==> config.mk <==
export PLATFORM = sky130hd
export DESIGN_NAME = timer_bridge
export DESIGN_NICKNAME = d
export VERILOG_FILES = /design/src/rtl/timer_bridge.sv
export SDC_FILE = /design/constraint.sdc
export NUM_CORES = 1
export LEC_CHECK = 0
export BUFFER_PORTS_ARGS = -buffer_cell sky130_fd_sc_hd__buf_2
export CORE_MARGIN = 2
export CORE_UTILIZATION = 53
export CTS_CLUSTER_DIAMETER = 30
export DETAILED_ROUTE_END_ITERATION = 16
export PLACE_DENSITY = 0.77
export SLEW_MARGIN = 20
export SYNTH_ARGS = -nofsm -noshare
export SYNTH_HDL_FRONTEND = slang
export SYNTH_SLANG_ARGS = --single-unit
==> constraint.sdc <==
create_clock -name clk -period 4.1 [get_ports clk]
set_clock_uncertainty 0.2 [all_clocks]
set_input_delay 0 -clock clk [delete_from_list [all_inputs] [get_ports clk]]
set_output_delay 0 -clock clk [all_outputs]
set_load 0.03 [all_outputs]
==> src/rtl/timer_bridge.sv <==
// timer_bridge: two memory-mapped countdown timers (timer0 at 0x7F00, timer1
// at 0x7F10) with CTRL/PRESET/COUNT registers and masked interrupt outputs.
module timer_bridge (
  input  logic        clk,
  input  logic        reset,
  input  logic [31:0] oadd,
  input  logic [31:0] ord,
  input  logic        owe,
  output logic [31:0] owd,
  output logic        hit0,
  output logic [5:0]  hwint
);

  typedef enum logic [1:0] {IDLE, LOAD, CNT, INT} state_e;

  state_e      state_q  [2];
  state_e      state_d  [2];
  logic [3:0]  ctrl_q   [2];
  logic [3:0]  ctrl_d   [2];
  logic [31:0] preset_q [2];
  logic [31:0] preset_d [2];
  logic [31:0] count_q  [2];
  logic [31:0] count_d  [2];
  logic        irq_q    [2];
  logic        irq_d    [2];

  logic        win;
  logic        sel_t;
  logic [1:0]  sel_r;
  logic [1:0]  wr_ctrl;
  logic [1:0]  wr_preset;

  // Address decode: 0x7F00..0x7F1F window, offset 0xC within each timer unmapped
  always_comb begin
    sel_t     = oadd[4];
    sel_r     = oadd[3:2];
    win       = (oadd[31:5] == 27'h3F8) && (oadd[3:2] != 2'd3);
    wr_ctrl   = {owe & win & sel_t & (sel_r == 2'd0),
                 owe & win & ~sel_t & (sel_r == 2'd0)};
    wr_preset = {owe & win & sel_t & (sel_r == 2'd1),
                 owe & win & ~sel_t & (sel_r == 2'd1)};
  end

  assign hit0 = win;

  // Read mux; CTRL upper bits are not stored and read back as zero
  always_comb begin
    owd = 32'd0;
    if (win) begin
      case (sel_r)
        2'd0:    owd = {28'd0, ctrl_q[sel_t]};
        2'd1:    owd = preset_q[sel_t];
        2'd2:    owd = count_q[sel_t];
        default: owd = 32'd0;
      endcase
    end
  end

  assign hwint = {4'd0, irq_q[1] & ctrl_q[1][3], irq_q[0] & ctrl_q[0][3]};

  // FSM state registers
  always_ff @(posedge clk or posedge reset) begin
    if (reset) begin
      for (int t = 0; t < 2; t++) state_q[t] <= IDLE;
    end else begin
      for (int t = 0; t < 2; t++) state_q[t] <= state_d[t];
    end
  end

  // Next-state logic; INT with EN cleared leaves directly for IDLE
  always_comb begin
    for (int t = 0; t < 2; t++) begin
      state_d[t] = state_q[t];
      case (state_q[t])
        IDLE: if (ctrl_q[t][0]) state_d[t] = LOAD;
        LOAD: state_d[t] = CNT;
        CNT: begin
          if (!ctrl_q[t][0])              state_d[t] = IDLE;
          else if (count_q[t] <= 32'd1)   state_d[t] = INT;
        end
        INT: begin
          if (!ctrl_q[t][0] || ctrl_q[t][2:1] != 2'd1) state_d[t] = IDLE;
          else                                         state_d[t] = LOAD;
        end
        default: state_d[t] = IDLE;
      endcase
    end
  end

  // Datapath next values; bus writes are applied last so software wins
  always_comb begin
    for (int t = 0; t < 2; t++) begin
      ctrl_d[t]   = ctrl_q[t];
      preset_d[t] = preset_q[t];
      count_d[t]  = count_q[t];
      irq_d[t]    = irq_q[t];
      case (state_q[t])
        LOAD: count_d[t] = preset_q[t];
        CNT: begin
          if (ctrl_q[t][0]) begin
            if (count_q[t] <= 32'd1) begin
              count_d[t] = 32'd0;
              irq_d[t]   = 1'b1;
            end else begin
              count_d[t] = count_q[t] - 32'd1;
            end
          end
        end
        INT: if (ctrl_q[t][2:1] != 2'd1) ctrl_d[t][0] = 1'b0;
        default: ;
      endcase
      if (state_d[t] == LOAD && state_q[t] != LOAD) irq_d[t] = 1'b0;
      if (wr_ctrl[t]) begin
        ctrl_d[t] = ord[3:0];
        irq_d[t]  = 1'b0;
      end
      if (wr_preset[t]) begin
        preset_d[t] = ord;
        irq_d[t]    = 1'b0;
      end
    end
  end

  // Register file and counters
  always_ff @(posedge clk or posedge reset) begin
    if (reset) begin
      for (int t = 0; t < 2; t++) begin
        ctrl_q[t]   <= 4'd0;
        preset_q[t] <= 32'd0;
        count_q[t]  <= 32'd0;
        irq_q[t]    <= 1'b0;
      end
    end else begin
      for (int t = 0; t < 2; t++) begin
        ctrl_q[t]   <= ctrl_d[t];
        preset_q[t] <= preset_d[t];
        count_q[t]  <= count_d[t];
        irq_q[t]    <= irq_d[t];
      end
    end
  end

endmodule

==> results.sh, run 1 <==
export IMPL_syn_inst=890
export IMPL_crit_buf_inv=0
export IMPL_routed_via_count=8456
export IMPL_diodes=0
export IMPL_synthArstFlopShare_pct=100
export IMPL_avgSynthCellArea_um2=9.73
export IMPL_hold_path_class="in -> reg"
export IMPL_post_dp_cell_area_um2=9380
export IMPL_p_per_area_nw_per_um2=330
export IMPL_wl_per_cell_um=23.4
export IMPL_crit_path_end_kind="register"
export IMPL_layout_common_cells="dfrtp_1, buf_2, mux2_2"
export IMPL_synth_area_um2=8660
export IMPL_clk_pin_slew_ps=60
export IMPL_synth_flop_cell="dfrtp_1"
export IMPL_reg2reg_from="count_q[12]$_DFFE_PP0P_"
export IMPL_synth_edff_count=0
export IMPL_antenna_found_initial=1
export IMPL_rsz0062_at_grt="false"
export IMPL_irDropWorstVdd_mv=0.312
export IMPL_cts_sinks=142
export IMPL_tns_ps=0
export IMPL_drt_iter0_markers=1027
export IMPL_cp_arrival_ps=3190
export IMPL_hold_slack_ps=44.9
export IMPL_wirelength_mm=28.9
export IMPL_area_growth_pct=20.4
export IMPL_min_period_ps=3070
export IMPL_postRouteAntennaNets=0
export IMPL_required_ps=4220
export IMPL_drive_gt1_share_pct=24.8
export IMPL_critical_path_peak_fanout=16
export IMPL_cp_start_kind="register"
export IMPL_cts_tree="done"
export IMPL_grt_max_degree=84
export IMPL_die_area_um2=17400
export IMPL_path_cells="or4_1 > nor4_2 > and4_1 > nor2_1 > a211o_1"
export IMPL_min_period_over_period_pct=74.9
export IMPL_cp_top_family="simple AND/OR/NAND/NOR gates"
export IMPL_io_pins=106
export IMPL_relSlewSlack_pct=41.5
export IMPL_hold_start="oadd[4]"
export IMPL_min_path_cells=2
export IMPL_hold_viol=0
export IMPL_ys_seq_area_share_pct=41.0
export IMPL_max_freq_ghz=0.326
export IMPL_critPathKind="reg -> reg"
export IMPL_via_per_inst=6.86
export IMPL_cts_resized=0
export IMPL_nNetsFinal=1074
export IMPL_final_max_slew_viol_count=0
export IMPL_drt_pass1_iterations=6
export IMPL_cts_buffers_inserted=17
export IMPL_r2r_setup_slack_ps=1030
export IMPL_clk_latency_ps=440
export IMPL_totalPowerFinal_mw=3.44
export IMPL_htree_levels=4
export IMPL_reg2reg_to="count_q[30]$_DFFE_PP0P_"
export IMPL_status="complete, no violations"
export IMPL_ys_ff_latch=142
export IMPL_cts_root_buf="clkbuf_16"
export IMPL_grt_first_pass_wirelength_mm=45.4
export IMPL_port_buffer_count=99
export IMPL_min_to="irq_q[1]$_DFFE_PP0P_"
export IMPL_setup_slack_ps=1030
export IMPL_initial_core_util_pct=54.3
export IMPL_yosys_cell_types_count=66
export IMPL_cp_slowest_cell="and4_1"
export IMPL_grt_overflow_total=0
export IMPL_final_cell_area_um2=10400
export IMPL_final_common_cell="dfrtp_1"
export IMPL_die_y_um=132
export IMPL_max_stage_delay_ps=760
export IMPL_setup_viol=0
export IMPL_fp_row_count=46
export IMPL_drcViolationCount=0
export IMPL_maxCapViolCount=0
export IMPL_rr_worst_depth=5
export IMPL_worst_pin_slew_ps=878
export IMPL_clockBufferDepth=2
export IMPL_ys_warn_count=0
export IMPL_track_usage_pct=33.4
export IMPL_hpwl_mm=19.0
export IMPL_grt_pass1_vias=8247
export IMPL_place_ws_ps=1110
export IMPL_leakage_nw=5.14
export IMPL_coreArea_um2=15900
export IMPL_die_w_um=132
export IMPL_gp_congestion=0.995
## worst register-to-register path, stage by stage, from the launching register on
cell and delay, ps:
dfrtp_1 470, or4_1 670, nor4_2 340, and4_1 760, nor2_1 220, a211o_1 300
## logic make-up (layout without fill, tap and decap cells)
| family | after synthesis | count (layout) | synth area share, % |
|---|---|---|---|
| other cells | 1 | 4 | 0.0433 |
| simple gates | 317 | 317 | 20.1 |
| buf+inv | 88 | 211 | 4.38 |
| mux | 137 | 137 | 16.9 |
| flops | 142 | 142 | 41.0 |
| fa+ha+maj | 4 | 4 | 0.578 |
| compound gates | 201 | 201 | 17.1 |
## cell usage after synthesis, types with 12 or more instances
master / count / share of area, %
o22ai_1: 31 / 2.2
inv_1: 15 / 0.65
o31ai_1: 12 / 1.0
nand4_1: 21 / 1.5
nand2_1: 55 / 2.4
nor3_1: 24 / 1.4
o211ai_1: 16 / 1.4
and2_1: 33 / 2.4
nor2_1: 36 / 1.6
a21oi_1: 23 / 1.3
nand3_1: 46 / 2.7
nor4_1: 21 / 1.5
dfrtp_1: 142 / 41
and3_1: 16 / 1.2
mux2_2: 68 / 8.8
o311ai_0: 12 / 1.2
a22oi_1: 13 / 1.1
o21ai_0: 15 / 0.87
mux2i_1: 66 / 7.6
or3_1: 13 / 0.94
clkbuf_1: 47 / 2.0
## layout make-up
class | count | area, um^2
fillers | 1265 | 5510
multi-input cells | 663 | 4760
flip-flops and latches | 142 | 3550
repair buffers | 164 | 1070
clock buffers | 21 | 480
well taps | 216 | 270
clock inverters | 11 | 233
inverters | 15 | 61.3
## stage by stage
stage / cells / util, %
after floorplan: 893 / -
after global placement: 1166 / 58.8
after detailed placement: 1166 / 58.8
after CTS: 1232 / 65.4
after global routing: 1232 / 65.4
final: 1232 / 65.4
## flip-flops by register name (all words and copies together) (netlist names)
signal and cells:
count_q 64, preset_q 64, ctrl_q 8, state_q 4, irq_q 2
## where the power goes
group	switching (mW)	leakage, nW	total [mW]	internal, mW
Sequential	0.0000000752	1.98	1.40	1.40
Clock	0.615	0.349	1.88	1.26
Combinational	0.0921	2.81	0.156	0.0638
Total	0.708	5.14	3.44	2.73
## metal layers
layer	global-route usage, %	vias up	share of wire (%)
met5	0	-	0.038
met2	54.4	555	48
met4	14.7	2	4.1
met3	7.57	125	9.2
li1	-	3650	-
met1	43.0	4124	39
## repair_timing
action,4_1_cts,5_1_grt
hold endpoints to repair,155,0
hold buffers,34,0
setup buffers,0,0
## worst max path at each step
stage / slack [ps] / cells past startpoint / end / start
detailed placement: 1110 / 5 / count_q[30]$_DFFE_PP0P_ / count_q[14]$_DFFE_PP0P_
floorplan: 90 / 1 / count_q[0]$_DFFE_PP0P_ / reset
global placement: 1160 / 5 / count_q[30]$_DFFE_PP0P_ / count_q[12]$_DFFE_PP0P_
global route: 930 / 5 / count_q[30]$_DFFE_PP0P_ / count_q[14]$_DFFE_PP0P_
CTS: 1110 / 5 / count_q[30]$_DFFE_PP0P_ / count_q[14]$_DFFE_PP0P_
finish: 1030 / 5 / count_q[30]$_DFFE_PP0P_ / count_q[12]$_DFFE_PP0P_
Note: power is estimated with default switching activity, not from simulation.
==> run 2: changes to the inputs <==
- CORE_UTILIZATION: 53 -> 59
- PLACE_DENSITY: 0.77 -> 0.81
- clock period: 4.1 -> 3.05 ns (I/O delays scaled with it)
==> run 2 against run 1 <==
Against the previous run: sequential share of layout area up 0.28 points; global-route usage up 2.9 points; power up 23%; fmax up 11%; sequential power up 34%; largest cell class unchanged.
==> results.sh, run 2 (synthesis gave the netlist of run 1 again) <==
export IMPL_post_cts_buffers=0
export IMPL_max_freq_ghz=0.360
export IMPL_switching_share_pct=22.9
export IMPL_fp_row_count=44
export IMPL_cts_root_buf="clkbuf_16"
export IMPL_final_common_cell="dfrtp_1"
export IMPL_cts_buffers_inserted=17
export IMPL_routed_via_count=8409
export IMPL_drt_iter0_markers=1199
export IMPL_status="complete, no violations"
export IMPL_critPathKind="reg -> reg"
export IMPL_grt_busiest_layer="met2"
export IMPL_maxCapViolCount=0
export IMPL_critical_path_peak_fanout=10
export IMPL_drcViolationCount=0
export IMPL_cts_tree="done"
export IMPL_wirelength_mm=28.1
export IMPL_wl_per_cell_um=23.3
export IMPL_diodes=0
export IMPL_totalPowerFinal_mw=4.23
export IMPL_internal_power_mw=3.26
export IMPL_tns_ps=0
export IMPL_cts_resized=0
export IMPL_final_max_slew_viol_count=0
export IMPL_reg_top3="count_q (64), preset_q (64), ctrl_q (8)"
export IMPL_antenna_found_initial=0
export IMPL_rsz0062_at_grt="false"
export IMPL_hpwl_mm=19.0
export IMPL_clockBufferDepth=2
export IMPL_die_area_um2=15700
export IMPL_htree_levels=4
export IMPL_grt_use_met3_pct=8.69
export IMPL_gp_congestion=0.997
export IMPL_p_seq_share_pct=44.6
export IMPL_grt_overflow_total=0
export IMPL_postCtsHoldBufs=34
export IMPL_cp_start_kind="register"
export IMPL_coreArea_um2=14400
export IMPL_leakage_nw=5.11
export IMPL_grt_use_met2_pct=55.8
export IMPL_io_pins=106
export IMPL_drive_gt1_share_pct=24.9
export IMPL_grt_util_met1_pct=50.5
export IMPL_combPwrFrac_pct=5.0
export IMPL_min_period_over_period_pct=91.1
export IMPL_postRouteAntennaNets=0
export IMPL_min_period_ps=2780
export IMPL_irDropWorstVdd_mv=0.376
export IMPL_hold_viol=0
export IMPL_crit_path_end_kind="register"
export IMPL_nNetsFinal=1079
export IMPL_clk_latency_ps=430
export IMPL_cp_arrival_ps=2890
export IMPL_die_y_um=125
export IMPL_initial_core_util_pct=60.1
export IMPL_clk_pin_slew_ps=60
export IMPL_clockPowerShare_pct=50.4
export IMPL_p_per_area_nw_per_um2=409
export IMPL_via_per_inst=6.98
export IMPL_drt_pass1_iterations=9
export IMPL_relSlewSlack_pct=40.1
export IMPL_grt_pass1_vias=7989
export IMPL_cts_sinks=142
export IMPL_die_w_um=125
export IMPL_grt_max_degree=85
export IMPL_layout_common_cells="dfrtp_1, buf_2, mux2_2"
export IMPL_grt_first_pass_wirelength_mm=44.6
export IMPL_area_growth_pct=19.4
export IMPL_switching_power_mw=0.968
export IMPL_setup_viol=0
export IMPL_track_usage_pct=36.4
export IMPL_worst_pin_slew_ps=899
export IMPL_required_ps=3160
export IMPL_port_buffer_count=99
export IMPL_hold_path_class="in -> async"
-- run 2: final timing paths --
check | startpoint | end | slack (ps) | cells past startpoint
setup / recovery | count_q[59]$_DFFE_PP0P_ | count_q[35]$_DFFE_PP0P_ | 270 | 6
hold / removal | reset | preset_q[8]$_DFFE_PP0P_ | 8 | 3
setup reg to reg | count_q[59]$_DFFE_PP0P_ | count_q[35]$_DFFE_PP0P_ | 270 | 6
hold reg to reg | preset_q[43]$_DFFE_PP0P_ | preset_q[43]$_DFFE_PP0P_ | 330 | 1
max in group asynchronous | reset | preset_q[14]$_DFFE_PP0P_ | 1780 | 4
min in group clk | oadd[4] | ctrl_q[0]$_DFFE_PP0P_ | 30 | 3
-- run 2: critical path, cell delays in order, from the launching register on --
cell and delay (ps):
dfrtp_1 430, or4_4 600, or4_4 580, o31ai_4 210, buf_4 230, nor2_2 60, a221o_1 350
-- run 2: metal layers --
layer	vias up	share of wire [%]
met5	-	0
met4	0	3.0
met3	85	10
met2	562	46
met1	4104	40
li1	3658	-
-- run 2: stage by stage --
step / hold slack [ps] / instance area, um^2 / instances / setup slack (ps) / utilization (%)
after floorplan: -72.8 / 8680 / 893 / 377 / -
after global placement: -76.3 / 9400 / 1139 / 330 / 65.2
after detailed placement: -76.0 / 9400 / 1139 / 309 / 65.2
after CTS: 6.41 / 10300 / 1205 / 297 / 71.7
after global routing: 60.3 / 10300 / 1205 / 159 / 71.7
final: 7.66 / 10300 / 1205 / 272 / 71.7
-- run 2: cell type report --
| cell class | count | area, um^2 |
|---|---|---|
| inverter | 15 | 60.1 |
| sequential | 142 | 3550 |
| clock buffer | 19 | 433 |
| multi-input combinational | 663 | 4750 |
| fill | 1070 | 4080 |
| clock inverter | 13 | 166 |
| tap | 184 | 230 |
| timing repair buffer | 169 | 1150 |
-- run 2: power by group through the flow --
stage / logic, mW / clock network (mW) / registers (mW)
after detailed placement: 0.177 / 0 / 1.92
after floorplan: 0.0985 / 0 / 1.92
after CTS: 0.210 / 2.14 / 1.88
after global placement: 0.174 / 0 / 1.92
final: 0.213 / 2.13 / 1.88
after global routing: 0.229 / 2.22 / 1.88
==> run 3: changes to the inputs <==
- CORE_UTILIZATION: 59 -> 45
- PLACE_DENSITY: 0.81 -> default
==> run 3 against run 2 <==
Against the previous run: the flow now finishes with violations (hold timing); die area up 30%; via count is 3.7% lower; setup slack lost 24 ps; combinational power is essentially flat; non-clock buffer count increased by 16; flip-flop and latch count is the same; critical path depth is 1 higher; sequential power about the same; sequential share of layout area down 0.61 points; largest cell class unchanged; largest power group unchanged; highest routed layer unchanged.
==> results.sh, run 3 (synthesis gave the netlist of run 1 again) <==
export IMPL_status="complete, but fails checks"
export IMPL_violations="hold timing"
export IMPL_drive_gt1_share_pct=26.0
export IMPL_hold_path_class="in -> async"
export IMPL_rsz0062_at_grt="false"
export IMPL_routed_via_count=8101
export IMPL_coreArea_um2=18800
export IMPL_final_cell_area_um2=10500
export IMPL_diodes=0
export IMPL_hold_slack_ps=-0.0281
export IMPL_max_stage_delay_ps=590
export IMPL_fin_util_pct=56.1
export IMPL_place_inst=1203
export IMPL_critPathKind="reg -> reg"
export IMPL_drt_iter0_markers=741
export IMPL_htree_levels=4
export IMPL_crit_buf_inv=1
export IMPL_tns_ps=0
export IMPL_cp_arrival_ps=2910
export IMPL_gp_congestion=0.988
export IMPL_final_max_slew_viol_count=0
export IMPL_wl_per_cell_um=22.9
export IMPL_track_usage_pct=29.6
export IMPL_irDropWorstVdd_mv=0.358
export IMPL_nNetsFinal=1095
export IMPL_min_period_ps=2800
export IMPL_max_freq_ghz=0.357
export IMPL_switching_power_mw=1.00
export IMPL_switching_share_pct=23.5
export IMPL_p_seq_share_pct=44.1
export IMPL_internal_power_mw=3.27
export IMPL_setup_viol=0
export IMPL_min_period_over_period_pct=91.9
export IMPL_cts_root_buf="clkbuf_16"
export IMPL_met2_length_mm=13.7
export IMPL_required_ps=3160
export IMPL_clk_pin_slew_ps=60
export IMPL_hpwl_mm=20.6
export IMPL_wl_met1_mm=12.6
export IMPL_p_per_area_nw_per_um2=406
export IMPL_cp_slowest_cell="a31oi_1"
export IMPL_relSlewSlack_pct=30.5
export IMPL_setup_slack_ps=248
export IMPL_die_w_um=143
export IMPL_worst_pin_slew_ps=1040
export IMPL_clockBufferDepth=2
export IMPL_grt_max_degree=143
export IMPL_cts_sinks=142
export IMPL_place_ws_ps=290
export IMPL_die_area_um2=20400
export IMPL_die_y_um=143
export IMPL_hold_viol=1
export IMPL_postCtsHoldBufs=36
export IMPL_layout_common_cells="dfrtp_1, buf_2, mux2_2"
export IMPL_post_dp_cell_area_um2=9560
export IMPL_grt_overflow_total=0
export IMPL_critical_path_peak_fanout=6
export IMPL_drt_pass1_iterations=6
export IMPL_fp_row_count=50
export IMPL_dr_max_layer_used="met4"
export IMPL_io_pins=106
export IMPL_leakage_nw=5.18
export IMPL_wl_met3_mm=2.07
export IMPL_port_buffer_count=99
export IMPL_final_common_cell="dfrtp_1"
export IMPL_drcViolationCount=0
export IMPL_cp_start_kind="register"
export IMPL_wirelength_mm=29.1
export IMPL_antenna_found_initial=0
export IMPL_cp_top_family="compound AO/OA/AOI/OAI gates"
export IMPL_combPwrFrac_pct=4.9
export IMPL_cts_buffers_inserted=17
export IMPL_clk_latency_ps=430
export IMPL_crit_path_end_kind="register"
export IMPL_fillCellCount=1731
export IMPL_grt_pass1_vias=7892
export IMPL_instances_no_fill=1271
export IMPL_totalPowerFinal_mw=4.27
export IMPL_cts_resized=0
export IMPL_post_cts_buffers=0
export IMPL_clockPowerShare_pct=51.0
export IMPL_postRouteAntennaNets=0
export IMPL_grt_first_pass_wirelength_mm=46.0
export IMPL_initial_core_util_pct=46.2
export IMPL_reg_top3="count_q (64), preset_q (64), ctrl_q (8)"
export IMPL_cts_tree="done"
export IMPL_area_growth_pct=21.5
export IMPL_path_cells="inv_1 > ha_1 > nor2_1 > nor4_1 > a31oi_1 > nand2_1 > o311ai_0"
export IMPL_maxCapViolCount=0
export IMPL_via_per_inst=6.37
-- run 3: final cells by class --
cell class | instances | area [um^2] | area share [%]
clock buffers | 21 | 480 | 4.56
clock inverters | 11 | 131 | 1.25
multi-input cells | 663 | 4750 | 45.1
well taps | 234 | 293 | 2.78
flip-flops and latches | 142 | 3550 | 33.7
repair buffers | 185 | 1260 | 12.0
inverters | 15 | 60.1 | 0.570
-- run 3: power groups by stage --
| stage | Clock (mW) | Sequential (mW) | Combinational (mW) |
|---|---|---|---|
| final | 2.18 | 1.88 | 0.211 |
| after global routing | 2.29 | 1.88 | 0.230 |
| after CTS | 2.20 | 1.88 | 0.213 |
| after detailed placement | 0 | 1.92 | 0.178 |
| after global placement | 0 | 1.92 | 0.177 |
| after floorplan | 0 | 1.92 | 0.0985 |
-- run 3: worst reg2reg max path, stage by stage (launching register included) --
cell	delay, ps
dfrtp_1	420
inv_1	130
ha_1	280
nor2_1	210
nor4_1	90
a31oi_1	590
nand2_1	340
o311ai_0	410
-- run 3: path summary, 6_finish.rpt --
check | startpoint | end | cells after the start | slack, ps
worst max-delay path | count_q[32]$_DFFE_PP0P_ | count_q[44]$_DFFE_PP0P_ | 7 | 250
worst min-delay path | reset | ctrl_q[3]$_DFFE_PP0P_ | 4 | -0.03
worst max register to register | count_q[32]$_DFFE_PP0P_ | count_q[44]$_DFFE_PP0P_ | 7 | 250
worst min register to register | preset_q[0]$_DFFE_PP0P_ | preset_q[0]$_DFFE_PP0P_ | 1 | 310
max in group asynchronous | reset | count_q[11]$_DFFE_PP0P_ | 4 | 1750
min in group clk | oadd[3] | irq_q[1]$_DFFE_PP0P_ | 4 | 130
-- run 3: layer usage --
layer  vias up  global-route usage, %
met2       336                   47.0
li1       3686                      -
met4         0                   9.48
met5         -                      0
met1      4034                   41.0
met3        45                   5.77
